<file path="config.mk">
export PLATFORM = sky130hd
export DESIGN_NAME = bcd_serial_add_ctrl
export DESIGN_NICKNAME = d
export VERILOG_FILES = /design/src/rtl/bcd_serial_add_ctrl.sv
export SDC_FILE = /design/constraint.sdc
export NUM_CORES = 1
export LEC_CHECK = 0
export ABC_AREA = 0
export CELL_PAD_IN_SITES_DETAIL_PLACEMENT = 1
export CELL_PAD_IN_SITES_GLOBAL_PLACEMENT = 2
export CORE_ASPECT_RATIO = 0.5
export CORE_MARGIN = 4
export CORE_UTILIZATION = 28
export CTS_CLUSTER_SIZE = 25
export DETAILED_ROUTE_END_ITERATION = 8
export GPL_TIMING_DRIVEN = 0
export PLACE_DENSITY_LB_ADDON = 0.1
export SLEW_MARGIN = 20
export SYNTH_ARGS = -nofsm -noshare
export SYNTH_HDL_FRONTEND = slang
export SYNTH_SLANG_ARGS = --single-unit
</file>
<file path="constraint.sdc">
create_clock -name clk -period 1.58 [get_ports clk]
set_input_delay 0.237 -clock clk [delete_from_list [all_inputs] [get_ports clk]]
set_output_delay 0.237 -clock clk [all_outputs]
set_load 0.03 [all_outputs]
</file>
<file path="src/rtl/bcd_serial_add_ctrl.sv">
// Multi-digit packed-BCD adder sequencer. One external single-digit BCD
// adder is time-shared, least-significant digit first; the inter-digit
// carry is held in a flop between digit cycles. Operands with a digit
// above 9 are rejected without running any digit cycles.
//
// Handshake: start is a request that is sampled only in IDLE; an accepted
// request always produces exactly one done pulse (unless reset intervenes),
// and start seen in ADD or FIN is dropped, not queued. sum/cout/err are
// valid from the done cycle until the next accepted start.
module bcd_serial_add_ctrl #(
  parameter int DIGITS = 4
) (
  input  logic                  clk,
  input  logic                  rst_n,
  input  logic                  start,
  input  logic [4*DIGITS-1:0]   a,
  input  logic [4*DIGITS-1:0]   b,
  output logic [3:0]            dx,
  output logic [3:0]            dy,
  output logic                  cin,
  input  logic [3:0]            ds,
  input  logic                  dcarry,
  output logic [4*DIGITS-1:0]   sum,
  output logic                  cout,
  output logic                  busy,
  output logic                  done,
  output logic                  err,
  output logic [1:0]            state_dbg
);

  localparam int W  = 4 * DIGITS;
  localparam int CW = (DIGITS > 2) ? $clog2(DIGITS) : 1;
  localparam logic [CW-1:0] LAST = CW'(DIGITS - 1);

  typedef enum logic [1:0] {
    S_IDLE = 2'd0,
    S_ADD  = 2'd1,
    S_FIN  = 2'd2
  } state_t;

  state_t          state;
  state_t          state_nxt;
  logic [W-1:0]    a_sh;
  logic [W-1:0]    b_sh;
  logic            carry;
  logic [CW-1:0]   cnt;
  logic            op_bad;

  // True when any nibble of the packed value is not a decimal digit.
  function automatic logic has_bad_digit(input logic [W-1:0] v);
    logic bad;
    bad = 1'b0;
    for (int i = 0; i < DIGITS; i++) begin
      if (v[4*i +: 4] > 4'd9) bad = 1'b1;
    end
    return bad;
  endfunction

  assign op_bad    = has_bad_digit(a) | has_bad_digit(b);
  assign state_dbg = state;

  // State register.
  always_ff @(posedge clk or negedge rst_n) begin
    if (!rst_n) state <= S_IDLE;
    else        state <= state_nxt;
  end

  // Next-state logic: invalid operands skip straight to FIN.
  always_comb begin
    state_nxt = state;
    case (state)
      S_IDLE: begin
        if (start) state_nxt = op_bad ? S_FIN : S_ADD;
      end
      S_ADD: begin
        if (cnt == LAST) state_nxt = S_FIN;
      end
      S_FIN:   state_nxt = S_IDLE;
      default: state_nxt = S_IDLE;
    endcase
  end

  // Moore outputs; the adder inputs are parked at zero outside ADD.
  always_comb begin
    dx   = 4'd0;
    dy   = 4'd0;
    cin  = 1'b0;
    busy = 1'b0;
    done = 1'b0;
    case (state)
      S_ADD: begin
        dx   = a_sh[3:0];
        dy   = b_sh[3:0];
        cin  = carry;
        busy = 1'b1;
      end
      S_FIN:   done = 1'b1;
      default: ;
    endcase
  end

  // Datapath: operand capture at accept, one digit written per ADD cycle.
  always_ff @(posedge clk or negedge rst_n) begin
    if (!rst_n) begin
      a_sh  <= '0;
      b_sh  <= '0;
      carry <= 1'b0;
      cnt   <= '0;
      sum   <= '0;
      cout  <= 1'b0;
      err   <= 1'b0;
    end else begin
      case (state)
        S_IDLE: begin
          if (start) begin
            a_sh  <= a;
            b_sh  <= b;
            carry <= 1'b0;
            cnt   <= '0;
            sum   <= '0;
            cout  <= 1'b0;
            err   <= op_bad;
          end
        end
        S_ADD: begin
          for (int i = 0; i < DIGITS; i++) begin
            if (cnt == CW'(i)) sum[4*i +: 4] <= ds;
          end
          carry <= dcarry;
          a_sh  <= a_sh >> 4;
          b_sh  <= b_sh >> 4;
          cnt   <= cnt + 1'b1;
          if (cnt == LAST) cout <= dcarry;
        end
        default: ;
      endcase
    end
  end

endmodule

</file>
==> flow_summary.json <==
{
  "syn_inst": 275,
  "total_leakage_power_nw": 1.892,
  "drv_slew": 0,
  "grt_max_degree": 56,
  "slowest_delay_ns": 0.41,
  "crit_top_cell": "buf_6",
  "max-vdd-ir-drop_uv": 417.4,
  "setup.worst_path.start": "state_dbg[0]",
  "setup_viol": 8,
  "gp_congestion": 0.7558,
  "timing.rr.start": "state_dbg[0]",
  "p_total_w": 0.003591,
  "cts_tree": "built",
  "core-area_um2": 8828,
  "finalWirelength_um": 8037,
  "clockBufferDepth": 2,
  "start_util": 0.2918,
  "synth_area_per_cell_um2": 9.368,
  "r2r_cells": 7,
  "slew_headroom": 0.4996,
  "fin_worst_skew_ns": 0.003770,
  "critPathLaunchType": "flop",
  "power_frac_seq": 0.467,
  "hp-class": "in -> async",
  "die_h_um": 75.83,
  "nFillCells": 1017,
  "hold_ws_ns": -0.008582,
  "min_period_over_period": 1.009,
  "netSwitchingFraction": 0.2614,
  "final_core_util": 0.4324,
  "min_period_ns": 1.595,
  "antenna_found_initial": 0,
  "place_ws_ns": -0.6166,
  "crit_arrival_ns": 1.36,
  "final_common_cell": "nand2_1",
  "hold_violations": 4,
  "slowest_stage": "dfrtp_2",
  "path_cells": "buf_6, nand2b_4, inv_6, buf_6, and2_4, buf_6",
  "dp_hpwl_um": 5771,
  "avgViaCountPerCell": 4.800,
  "worst-path-buf-inv": 4,
  "critical_path.max_fanout": 4,
  "antenna_cells": 0,
  "synth_seq_area_share": 0.5342,
  "synthDistinctLibCells": 23,
  "seqCellArea_um2": 1379,
  "stdcell_count": 480,
  "track_usage": 0.1509,
  "p_per_area_nw_per_um2": 940.7,
  "grt_pass1_vias": 2446,
  "die_w_um": 143.7,
  "mostFrequentLayoutCells": "nand2_1, dfrtp_1, clkdlybuf4s50_1, nor2_1, o21ai_0",
  "die_area_um2": 10890,
  "fp-row-count": 24,
  "worstSetupEndpointType": "primary output",
  "ios": 71,
  "violations": "hold timing, setup timing",
  "syn-cell-area_um2": 2576,
  "r2r-end": "sum[8]",
  "wl_per_cell_um": 16.74,
  "multiInputGateArea_um2": 1099,
  "htreeDepth": 2,
  "clock.fmax_mhz": 627.1,
  "cts_root_buf": "clkbuf_16",
  "ys_ff_latch": 55,
  "grt_setup_unrepaired": "true",
  "insertion_delay_ns": 0.30,
  "final_layout_size_suffix_gt1_frac": 0.1928,
  "p_int_w": 0.002652,
  "clkPwrFrac": 0.364,
  "placedCellCount": 462,
  "route.detailed.drc": 0,
  "drtIter0Drc": 94,
  "ys_warn_count": 0,
  "clk_pin_slew_ns": 0.07,
  "status": "finished, violations left",
  "place_area_um2": 3452,
  "gr-total-overflow": 0,
  "path_class": "reg -> out",
  "grt_pass1_wl_um": 12590,
  "comb_power_share": 0.169,
  "design_area_um2": 3817,
  "syn-num-nets": 319,
  "switchingPower_w": 0.0009386,
  "antenna_left": 0,
  "tightest_slew_ns": 0.7506,
  "cts_num_sinks": 55,
  "dr.pass1.iters": 4,
  "maxCapViolCount": 0,
  "vias": 2304,
  "nets": 406,
  "crit_family": "buffers and inverters",
  "syn2layout_area_growth_pct": 48.18,
  "cts_buffers": 5,
  "r2r_slack_ns": 0,
  "crit_required_ns": 1.34,
  "port_buffers": 70,
  "timing.final.ws_setup_ns": -0.01456
}
-- stage by stage --
stage	setup TNS (ns)	hold WS (ns)
after global placement	-91.69	0.4723
after global routing	-1.619	0.07634
after CTS	-1.036	0.02588
after detailed placement	-9.056	0.3480
final	-0.04729	-0.008582
after floorplan	0	-0.05859
-- routing by layer --
metal  part of all wire  vias up  global-route usage  routed length, um
li1                   -     1118                   -                  -
met1               0.49     1138              0.2082               3965
met2               0.46       43              0.2468               3658
met3              0.046        5             0.03699                370
met4             0.0052        0             0.02818                 42
met5                  0        -                   0                  0
-- worst max-delay path by stage --
| stage | slack [ns] | to | depth (start not counted) |
|---|---|---|---|
| detailed placement | -0.62 | dy[2] | 7 |
| global route | -0.08 | sum[8] | 7 |
| floorplan | 0.001 | dx[0] | 6 |
| CTS | -0.11 | cin | 7 |
| global placement | -1.73 | state_dbg[1] | 1 |
| finish | -0.01 | dy[3] | 6 |
-- registers in the layout (all words and copies together), names as in the netlist --
signal     cells
sum           16
cout           1
b_sh          16
err            1
carry          1
state_dbg      2
a_sh          16
cnt            2
-- power by group through the flow --
stage,registers (W),clock network (W),logic [W]
5_1_grt,0.00170,0.00140,0.000680
4_1_cts,0.00168,0.00134,0.000585
6_report,0.00168,0.00131,0.000606
3_3_place_gp,0.00170,0,0.000558
2_1_floorplan,0.00169,0,0.000302
3_5_place_dp,0.00171,0,0.000568
-- layout make-up --
type / count / area share
Buffer: 16 / 0.03638
Inverter: 8 / 0.009177
Timing Repair Buffer: 82 / 0.2216
Tap cell: 117 / 0.03835
Clock buffer: 6 / 0.03638
Clock inverter: 2 / 0.009177
Sequential cell: 55 / 0.3612
Multi-Input combinational cell: 194 / 0.2878
-- logic make-up after synthesis --
logic type               Yosys count  synth area share
AND/OR/NAND/NOR                  120            0.1948
AO/OA/AOI/OAI                     70            0.1933
flip-flops                        55            0.5342
buffers and inverters             26           0.05828
adder cells (fa/ha/maj)            4           0.01943
-- timing repair --
| action | 4_1_cts | 5_1_grt |
|---|---|---|
| hold buffers | 0 | 0 |
| pin swaps | 6 | 6 |
| buffers inserted | 7 | 4 |
| resized for setup | 94 | 25 |
| gates cloned | 0 | 1 |
| endpoints found under the setup margin | 20 | 56 |
-- synth_stat cells --
master	count	area share
buf_2	9	0.017
nor2_1	28	0.041
nor2b_1	2	0.0049
inv_1	7	0.010
and2_1	9	0.022
nor3_1	1	0.0019
nand2b_1	1	0.0024
a32o_1	12	0.047
a31oi_1	24	0.058
inv_2	1	0.0015
ha_1	4	0.019
nand2_1	76	0.11
buf_4	1	0.0029
o21ai_0	24	0.047
clkbuf_1	3	0.0044
a22o_1	5	0.017
nor3b_4	1	0.0073
o31ai_1	1	0.0029
o21bai_1	1	0.0029
buf_6	5	0.022
dfrtp_1	55	0.53
a21oi_4	3	0.019
nand4_1	2	0.0049
Note: power is estimated with default switching activity, not from simulation.
